### config.mk
export PLATFORM = sky130hd
export DESIGN_NAME = frontend_testgen_flat
export DESIGN_NICKNAME = d
export VERILOG_FILES = /design/src/rtl/frontend_testgen_if.sv /design/src/rtl/frontend_testgen.sv /design/src/flat_wrapper.sv
export SDC_FILE = /design/constraint.sdc
export NUM_CORES = 1
export LEC_CHECK = 0
export BUFFER_PORTS_ARGS = -buffer_cell sky130_fd_sc_hd__buf_2
export CAP_MARGIN = 20
export CORE_MARGIN = 3
export CORE_UTILIZATION = 40
export CTS_BUF_LIST = sky130_fd_sc_hd__clkbuf_8
export DETAILED_ROUTE_END_ITERATION = 7
export PLACE_DENSITY = 0.67
export SLEW_MARGIN = 0
export SYNTH_ARGS = -nofsm -noshare
export SYNTH_HDL_FRONTEND = slang
export SYNTH_SLANG_ARGS = --single-unit
export TNS_END_PERCENT = 100
### constraint.sdc
create_clock -name clk -period 8.6 [get_ports clk]
set_input_delay 0.43 -clock clk [delete_from_list [all_inputs] [get_ports clk]]
set_output_delay 0.43 -clock clk [all_outputs]
set_load 0.1 [all_outputs]
### src/rtl/frontend_testgen_if.sv
// Signal bundle for frontend_testgen: control inputs, upstream PCM channels and output samples.
interface frontend_testgen_if #(
  parameter int DATA_W = 24,
  parameter int DIV_W  = 16
);
  logic              run;
  logic [DIV_W-1:0]  smp_div;
  logic [DATA_W-1:0] incr;
  logic [2:0]        mode;
  logic              l_pcm_valid;
  logic              r_pcm_valid;
  logic [DATA_W-1:0] l_pcm_data;
  logic [DATA_W-1:0] r_pcm_data;
  logic              smp_strobe;
  logic              l_out_valid;
  logic              r_out_valid;
  logic [DATA_W-1:0] l_out_data;
  logic [DATA_W-1:0] r_out_data;

  modport master (
    output run, smp_div, incr, mode,
    output l_pcm_valid, r_pcm_valid, l_pcm_data, r_pcm_data,
    input  smp_strobe, l_out_valid, r_out_valid, l_out_data, r_out_data
  );

  modport slave (
    input  run, smp_div, incr, mode,
    input  l_pcm_valid, r_pcm_valid, l_pcm_data, r_pcm_data,
    output smp_strobe, l_out_valid, r_out_valid, l_out_data, r_out_data
  );
endinterface

### src/rtl/frontend_testgen.sv
// Audio front-end test generator: PCM pass-through or DC/triangle/saw/square/silence on a divided strobe.
// Define FRONTEND_TESTGEN_NOISE_EN to add a 32-bit Galois LFSR noise source on mode 6.
module frontend_testgen #(
  parameter int DATA_W = 24,
  parameter int DIV_W  = 16
) (
  input  logic              clk,
  input  logic              rst_n,
  frontend_testgen_if.slave bus
);

  typedef enum logic [2:0] {
    MODE_PASS  = 3'd0,
    MODE_DCP   = 3'd1,
    MODE_DCN   = 3'd2,
    MODE_TRI   = 3'd3,
    MODE_SAW   = 3'd4,
    MODE_SQR   = 3'd5,
    MODE_NOISE = 3'd6,
    MODE_SIL   = 3'd7
  } mode_e;

  localparam logic [DATA_W-1:0] MAX = {1'b0, {(DATA_W-1){1'b1}}};
  localparam logic [DATA_W-1:0] MIN = {1'b1, {(DATA_W-2){1'b0}}, 1'b1};
  localparam logic signed [DATA_W+1:0] MAX_EXT = {2'b00, MAX};
  localparam logic signed [DATA_W+1:0] MIN_EXT = {2'b11, MIN};

  logic [DIV_W-1:0]  count_q, count_d;
  logic              strobe_q, strobe_d;
  logic [DATA_W-1:0] acc_q, acc_d;
  logic              dir_up_q, dir_up_d;
  logic [DATA_W-1:0] phase_q, phase_d;
  logic              l_valid_q, l_valid_d;
  logic              r_valid_q, r_valid_d;
  logic [DATA_W-1:0] l_data_q, l_data_d;
  logic [DATA_W-1:0] r_data_q, r_data_d;
  logic signed [DATA_W+1:0] acc_ext, incr_ext, sum_up, sum_dn;
  logic [DATA_W-1:0] gen_val;
  mode_e             mode;

`ifdef FRONTEND_TESTGEN_NOISE_EN
  localparam logic [31:0]       LFSR_TAPS = 32'h8020_0003;
  localparam logic [DATA_W-1:0] SIGN_ONLY = {1'b1, {(DATA_W-1){1'b0}}};
  logic [31:0] lfsr_q, lfsr_d;
`endif

  assign mode = mode_e'(bus.mode);

  // Triangle sums carry two extra bits so overshoot past MAX/MIN is visible before clamping.
  always_comb begin
    acc_ext  = {{2{acc_q[DATA_W-1]}}, acc_q};
    incr_ext = {2'b00, bus.incr};
    sum_up   = acc_ext + incr_ext;
    sum_dn   = acc_ext - incr_ext;
  end

  always_comb begin
    count_d   = count_q;
    strobe_d  = 1'b0;
    acc_d     = acc_q;
    dir_up_d  = dir_up_q;
    phase_d   = phase_q;
    l_valid_d = 1'b0;
    r_valid_d = 1'b0;
    l_data_d  = l_data_q;
    r_data_d  = r_data_q;
    gen_val   = '0;
`ifdef FRONTEND_TESTGEN_NOISE_EN
    lfsr_d    = lfsr_q;
`endif

    if (count_q >= bus.smp_div) begin
      count_d  = '0;
      strobe_d = 1'b1;
    end else begin
      count_d  = count_q + DIV_W'(1);
    end

    // Generators advance on every strobe whatever the mode, so switching modes never restarts them.
    if (strobe_q) begin
      phase_d = phase_q + bus.incr;
      if (dir_up_q) begin
        if (sum_up > MAX_EXT) begin
          acc_d    = MAX;
          dir_up_d = 1'b0;
        end else begin
          acc_d    = sum_up[DATA_W-1:0];
        end
      end else begin
        if (sum_dn < MIN_EXT) begin
          acc_d    = MIN;
          dir_up_d = 1'b1;
        end else begin
          acc_d    = sum_dn[DATA_W-1:0];
        end
      end
`ifdef FRONTEND_TESTGEN_NOISE_EN
      lfsr_d = {lfsr_q[30:0], 1'b0} ^ (lfsr_q[31] ? LFSR_TAPS : 32'h0);
`endif
    end

    case (mode)
      MODE_DCP:   gen_val = MAX;
      MODE_DCN:   gen_val = MIN;
      MODE_TRI:   gen_val = acc_d;
      MODE_SAW:   gen_val = phase_d;
      MODE_SQR:   gen_val = phase_d[DATA_W-1] ? MIN : MAX;
`ifdef FRONTEND_TESTGEN_NOISE_EN
      MODE_NOISE: gen_val = (lfsr_d[DATA_W-1:0] == SIGN_ONLY) ? MIN : lfsr_d[DATA_W-1:0];
      MODE_SIL:   gen_val = '0;
`else
      MODE_NOISE,
      MODE_SIL:   gen_val = '0;
`endif
      default:    gen_val = '0;
    endcase

    if (mode == MODE_PASS) begin
      l_valid_d = bus.l_pcm_valid;
      r_valid_d = bus.r_pcm_valid;
      if (bus.l_pcm_valid) l_data_d = bus.l_pcm_data;
      if (bus.r_pcm_valid) r_data_d = bus.r_pcm_data;
    end else begin
      l_valid_d = strobe_q;
      r_valid_d = strobe_q;
      if (strobe_q) begin
        l_data_d = gen_val;
        r_data_d = gen_val;
      end
    end

    // Dropping run returns everything to its reset image, discarding any sample in flight.
    if (!bus.run) begin
      count_d   = '0;
      strobe_d  = 1'b0;
      acc_d     = '0;
      dir_up_d  = 1'b1;
      phase_d   = '0;
      l_valid_d = 1'b0;
      r_valid_d = 1'b0;
      l_data_d  = '0;
      r_data_d  = '0;
`ifdef FRONTEND_TESTGEN_NOISE_EN
      lfsr_d    = 32'h0000_0001;
`endif
    end
  end

  always_ff @(posedge clk or negedge rst_n) begin
    if (!rst_n) begin
      count_q   <= '0;
      strobe_q  <= 1'b0;
      acc_q     <= '0;
      dir_up_q  <= 1'b1;
      phase_q   <= '0;
      l_valid_q <= 1'b0;
      r_valid_q <= 1'b0;
      l_data_q  <= '0;
      r_data_q  <= '0;
`ifdef FRONTEND_TESTGEN_NOISE_EN
      lfsr_q    <= 32'h0000_0001;
`endif
    end else begin
      count_q   <= count_d;
      strobe_q  <= strobe_d;
      acc_q     <= acc_d;
      dir_up_q  <= dir_up_d;
      phase_q   <= phase_d;
      l_valid_q <= l_valid_d;
      r_valid_q <= r_valid_d;
      l_data_q  <= l_data_d;
      r_data_q  <= r_data_d;
`ifdef FRONTEND_TESTGEN_NOISE_EN
      lfsr_q    <= lfsr_d;
`endif
    end
  end

  assign bus.smp_strobe  = strobe_q;
  assign bus.l_out_valid = l_valid_q;
  assign bus.r_out_valid = r_valid_q;
  assign bus.l_out_data  = l_data_q;
  assign bus.r_out_data  = r_data_q;

endmodule

### src/flat_wrapper.sv
// flat-port wrapper written by rule: the top's interface ports become plain ports
module frontend_testgen_flat 
#(
  parameter int DATA_W = 24,
  parameter int DIV_W  = 16
)
  (clk, rst_n, bus_run, bus_smp_div, bus_incr, bus_mode, bus_l_pcm_valid, bus_r_pcm_valid, bus_l_pcm_data, bus_r_pcm_data, bus_smp_strobe, bus_l_out_valid, bus_r_out_valid, bus_l_out_data, bus_r_out_data);
  frontend_testgen_if #(.DATA_W(DATA_W), .DIV_W(DIV_W)) bus_i ();
  input  logic clk;
  input  logic rst_n;
  input wire logic [$bits(bus_i.run)-1:0] bus_run;
  input wire logic [$bits(bus_i.smp_div)-1:0] bus_smp_div;
  input wire logic [$bits(bus_i.incr)-1:0] bus_incr;
  input wire logic [$bits(bus_i.mode)-1:0] bus_mode;
  input wire logic [$bits(bus_i.l_pcm_valid)-1:0] bus_l_pcm_valid;
  input wire logic [$bits(bus_i.r_pcm_valid)-1:0] bus_r_pcm_valid;
  input wire logic [$bits(bus_i.l_pcm_data)-1:0] bus_l_pcm_data;
  input wire logic [$bits(bus_i.r_pcm_data)-1:0] bus_r_pcm_data;
  output wire logic [$bits(bus_i.smp_strobe)-1:0] bus_smp_strobe;
  output wire logic [$bits(bus_i.l_out_valid)-1:0] bus_l_out_valid;
  output wire logic [$bits(bus_i.r_out_valid)-1:0] bus_r_out_valid;
  output wire logic [$bits(bus_i.l_out_data)-1:0] bus_l_out_data;
  output wire logic [$bits(bus_i.r_out_data)-1:0] bus_r_out_data;
  assign bus_i.run = bus_run;
  assign bus_i.smp_div = bus_smp_div;
  assign bus_i.incr = bus_incr;
  assign bus_i.mode = bus_mode;
  assign bus_i.l_pcm_valid = bus_l_pcm_valid;
  assign bus_i.r_pcm_valid = bus_r_pcm_valid;
  assign bus_i.l_pcm_data = bus_l_pcm_data;
  assign bus_i.r_pcm_data = bus_r_pcm_data;
  assign bus_smp_strobe = bus_i.smp_strobe;
  assign bus_l_out_valid = bus_i.l_out_valid;
  assign bus_r_out_valid = bus_i.r_out_valid;
  assign bus_l_out_data = bus_i.l_out_data;
  assign bus_r_out_data = bus_i.r_out_data;
  frontend_testgen #(.DATA_W(DATA_W), .DIV_W(DIV_W)) u_core (.clk(clk), .rst_n(rst_n), .bus(bus_i));
endmodule
---- Word-level counts from Yosys, hierarchy flattened ----
Cells that the tools add are included.
storage, ports and cells
  flip-flop bits (word level) ............. 116
  bits of input ports ..................... 96
  output and inout bits ................... 51
  logic and storage cells ................. 57
cells by class
  $add $sub $neg .......................... 4
  $lt $le $gt $ge ......................... 3
  equal/unequal tests ..................... 9
  mux-type cells .......................... 29
  reduce and logical (&&, ||, !) cells .... 3
operators with widths
  kind                     count
  $mux W24                 15
  $pmux W24 S5             1
  $mux W16                 2
  $add A24 B25 Y26         1
  $gt A26 B24 Y1 const B   1
  $lt A26 B24 Y1 const B   1
  $sub A24 B25 Y26         1
  $add A24 B24 Y24         1
  $add A16 B1 Y16 const B  1
  $ge A16 B16 Y1           1
  $mux W1                  11
  $eq A3 B2 Y1 const B     2
  $eq A3 B3 Y1 const B     2
  $ne A3 B3 Y1 const B     2
  $reduce_and A2 Y1        2
  $eq A3 B1 Y1 const B     1
  $logic_not A3 Y1         1
  $ne A3 B1 Y1 const B     1
  $ne A2 B1 Y1 const B     1

---- Depth between registers and ports, before layout ----
  word-level depth ........................ 9
  mapped depth ............................ 17
  depth with buffers taken out ............ 15

---- Worst setup path before layout ----
OpenSTA, ideal clock, no wires.
  kind .................................... register to register
  start ................................... register u_core.acc_q[0]
  end ..................................... register u_core.l_data_q[3] (netlist: u_core.bus.l_out_data[3])
  arrival time ............................ 3.579 ns
  path slack .............................. 4.899 ns
  stages on the path, launching flop included .. 16
  path through ............................ dfrtp_1 -> inv_1 -> ha_1 -> inv_1 -> fa_1 -> a211oi_4 -> o21ai_2 -> a21oi_4 -> or2_1 -> and2_1 -> a31oi_1 -> or4_4 -> o31ai_4 -> a21oi_2 -> a211o_1 -> a22o_1
on the way
  cells in the longest elaborated chain, start to end .. 9
  elaborated cells between the ends (all ways) .. 12
RTL lines
  what                                                         RTL line                                        RTL
  start, declared                                              frontend_testgen.sv:30                          logic [DATA_W-1:0] acc_q, acc_d;
  start signal, assigned                                       frontend_testgen.sv:153                         acc_q <= '0;
  start signal, assigned                                       frontend_testgen.sv:166                         acc_q <= acc_d;
  $sub A24 B25 Y26 / $add A24 B25 Y26 (equally long branches)  frontend_testgen.sv:54, frontend_testgen.sv:53
  $lt A26 B24 Y1 / $gt A26 B24 Y1 (equally long branches)      frontend_testgen.sv:90, frontend_testgen.sv:83
  $mux W24 (on tied branches)                                  frontend_testgen.sv:90, frontend_testgen.sv:83
  $mux W24 (*)                                                 frontend_testgen.sv:82                          if (dir_up_q) begin
  $mux W24 (*)                                                 frontend_testgen.sv:80                          if (strobe_q) begin
  $pmux W24 S5 (*)                                             frontend_testgen.sv:102                         case (mode)
  $mux W24 (*)                                                 frontend_testgen.sv:126                         if (strobe_q) begin
  $mux W24 (*)                                                 frontend_testgen.sv:118                         if (mode == MODE_PASS) begin
  $mux W24 (*)                                                 frontend_testgen.sv:133                         if (!bus.run) begin
  end signal, assigned                                         frontend_testgen.sv:171                         l_data_q <= l_data_d;
  end, declared                                                frontend_testgen.sv:35                          logic [DATA_W-1:0] l_data_q, l_data_d;
Every way passes the cells marked *; elsewhere a longest branch is shown, timed or not. The select of a mux whose other input is x is not followed.
A chain may end at the register's enable or synchronous reset.

---- Final worst setup path ----
  start ................................... register u_core.acc_q[0]
  end ..................................... register u_core.r_data_q[4] (netlist: u_core.bus.r_out_data[4])
on the way
  cells in the longest elaborated chain, start to end .. 9
  elaborated cells between the ends (all ways) .. 12
RTL lines
  what                                                         RTL line                                        RTL
  $sub A24 B25 Y26 / $add A24 B25 Y26 (equally long branches)  frontend_testgen.sv:54, frontend_testgen.sv:53
  $lt A26 B24 Y1 / $gt A26 B24 Y1 (equally long branches)      frontend_testgen.sv:90, frontend_testgen.sv:83
  $mux W24 (on tied branches)                                  frontend_testgen.sv:90, frontend_testgen.sv:83
  $mux W24 (*)                                                 frontend_testgen.sv:82
  $mux W24 (*)                                                 frontend_testgen.sv:80
  $pmux W24 S5 (*)                                             frontend_testgen.sv:102
  $mux W24 (*)                                                 frontend_testgen.sv:126
  $mux W24 (*)                                                 frontend_testgen.sv:118
  $mux W24 (*)                                                 frontend_testgen.sv:133
  end signal, assigned                                         frontend_testgen.sv:172                         r_data_q <= r_data_d;
  end, declared                                                frontend_testgen.sv:36                          logic [DATA_W-1:0] r_data_q, r_data_d;
Marked as above.

==> reports/metrics.csv <==
metric,value,unit
postCtsResizedCells,0,
fin_util,46.4,%
slew-limit-headroom,28.3,%
r2r_slack,3.62,ns
rows,58,
arrival,5.29,ns
cpMostUsedCell,inv_1,
numCtsBuffers,17,
finalSetupViolCount,0,
post-cts-setup-buffer-count,0,
clock_path_buffers,2,
yosysMostFrequentCell,nor2_1,
portBuffers,146,
numClockSinks,116,
grt_pass1_vias,9754,
synthTopCellsByArea,"dfrtp_1 28%, ha_1 11%, nor2_1 5.1%",
h-tree-depth,4,
dieArea,27800,sq um
finalNonFillerCells,1708,
critical_path.startpoint,u_core.acc_q[0],
maxSlewViolCount,0,
syn_area,10300,sq um
area_delta_synth_final,13.5,%
cap_violations,0,
hold_viol_final,0,
path_cells,inv_1 > ha_1 > inv_1 > fa_1 > a211oi_4 > o21ai_2 > a21oi_4 > a31oi_1 > a21oi_1 > xnor2_1 > a311o_1 > o31ai_4 > and2_1 > o311ai_2 > a22o_1,
clk_latency,0.43,ns
syn_area_per_cell,8.17,sq um
overflow,0,
start_util,40.8,%
grt_setup_unrepaired,false,
grt_use_total,24.0,%
io_pins,147,
synthCells,1263,
power_density,123,nW/um^2
grt_pass1_wl,54400,um
min_period,4.98,ns
vdd_drop_max,0.000100,V
ys_top_cells_by_count,"139 x nor2_1, 115 x dfrtp_1, 103 x o21ai_0",
synth-edff-count,0,
antenna_found_initial,0,
worstRegToRegCells,15,
crit_type,flop to flop,
critPathTopFamily,compound AO/OA/AOI/OAI gates,
clock.fmax,201,MHz
wire_per_inst,20.0,um
ys_seq_area_share,28.2,%
drtPass1Iterations,5,
dp_slack,3.77,ns
nNetsFinal,1554,
crit_end,u_core.bus.r_out_data[4],
finClkSkew,0.0127,ns
ys_async_sr_fraction,100,%
path_clk_slew,0.07,ns
path_buf_inv,2,
vias,10200,
r2r-start,u_core.acc_q[0],
hold_path_class,input pin to asynchronous set/reset pin,
critPathSlowestCell,and2_1,
drive_above_1_share,16.0,%
cts_tree,built,
drc_errors,0,
critPathLaunchType,flop,
grt_max_degree,64,
drt_wl_total,34200,um
max_slew.worst_pin.slew,1.07,ns
viasPerCell,5.99,
yosysTopAreaCell,dfrtp_1,
required,8.91,ns
die_y,167,um
total_power,1.44,mW
drt_iter0_drc,886,
core,25300,sq um
r2r_end,u_core.bus.r_out_data[4],
fin_setup_tns,0,ns
synth_cell_types,93,
endpoint_kind,flop,
netlist.area_leader.share,27.9,%
ys.flop_type,dfrtp_1,
worstPathMaxFanout,18,
yosysWarnings,0,
syn_nets,1451,
outcome,completed,
hold_buffers,0,
final_antenna_net_count,0,
place.detailed.hpwl,25900,um
root_buffer,clkbuf_8,
die_w,167,um
place_inst,1675,
path_depth,15,
leakagePower,5.61,nW
ys_ff_latch,116,
n_antenna_cell,0,
timing.final.ws_setup,3.62,ns
period_share,57.9,%
crit_path_max_incr_delay,0.82,ns
globalplace.congestion,0.975,
[logic make-up after synthesis]
family,share of synthesized area [%]
xor+xnor,4.67
compound gates,30.1
mux,1.78
buf+inv,6.27
fa+ha+maj,11.4
simple gates,17.6
flops,28.2
[per-stage QoR]
step | hold WS (ns) | instance area [sq um]
final | 0.0858 | 11700
after global routing | 0.134 | 11700
after CTS | 0.114 | 11700
after detailed placement | 0.466 | 11200
after global placement | 0.460 | 11200
after floorplan | 0.134 | 10300
[cell type report]
type / instances / area (sq um)
fillers: 2506 / 13500
multi-input cells: 994 / 6770
flip-flops and latches: 116 / 2910
repair buffers: 155 / 812
well taps: 330 / 413
inverters: 82 / 308
clock buffers: 22 / 303
clock inverters: 9 / 198
[routing by layer]
metal,global-route usage (%),share of wire [%]
met1,32.1,42
met2,39.3,47
met3,3.54,6.7
met4,9.79,4.4
met5,0,0
[worst min-delay path by stage]
| stage | endpoint |
|---|---|
| after global placement | u_core.bus.l_out_data[5] |
| final | u_core.bus.r_out_valid |
| after detailed placement | u_core.bus.l_out_data[5] |
| after floorplan | u_core.acc_q[0] |
| after global routing | u_core.bus.r_out_valid |
| after CTS | u_core.bus.l_out_data[21] |
[worst register-to-register path, stage by stage (launching register included)]
cell and delay [ns]:
dfrtp_1 0.45, inv_1 0.14, ha_1 0.17, inv_1 0.05, fa_1 0.48, a211oi_4 0.31, o21ai_2 0.13, a21oi_4 0.27
a31oi_1 0.32, a21oi_1 0.36, xnor2_1 0.15, a311o_1 0.35, o31ai_4 0.40, and2_1 0.82, o311ai_2 0.23, a22o_1 0.24
[flip-flops by register name, indices dropped and copies added (netlist names)]
signal / cells
u_core.phase_q: 24
u_core.bus.r_out_data: 24
u_core.bus.smp_strobe: 1
u_core.bus.r_out_valid: 1
u_core.count_q: 16
u_core.dir_up_q: 1
u_core.acc_q: 24
u_core.bus.l_out_data: 24
u_core.bus.l_out_valid: 1
[placed cells by master (no fill, tap or decap), drive strengths merged, types with 8 or more instances in the layout]
cell and instances:
buf 155, nor2 140, dfrtp 115, o21ai 110, a21oi 92, ha 89, inv 83, nand2 81
xnor2 35, a21o 24, a211oi 24, and2 24, nand3 22, clkbuf 22, nor3 20, xor2 20
nor2b 19, a31oi 17, o21a 16, o31ai 16, mux2i 15, o22ai 14, a22o 13, o21bai 12
and3 12, nand4 11, nand2b 10, o211ai 9, nor4 9, a2bb2oi 9, o311ai 9, a22oi 8
o2bb2ai 8
[report_power, final]
| part | leakage (nW) | switching [mW] | internal [mW] |
|---|---|---|---|
| Combinational | 3.74 | 0.170 | 0.0698 |
| Sequential | 1.61 | 0.00418 | 0.551 |
| Clock | 0.256 | 0.230 | 0.411 |
No activity file was read; power rests on OpenSTA's default activity.
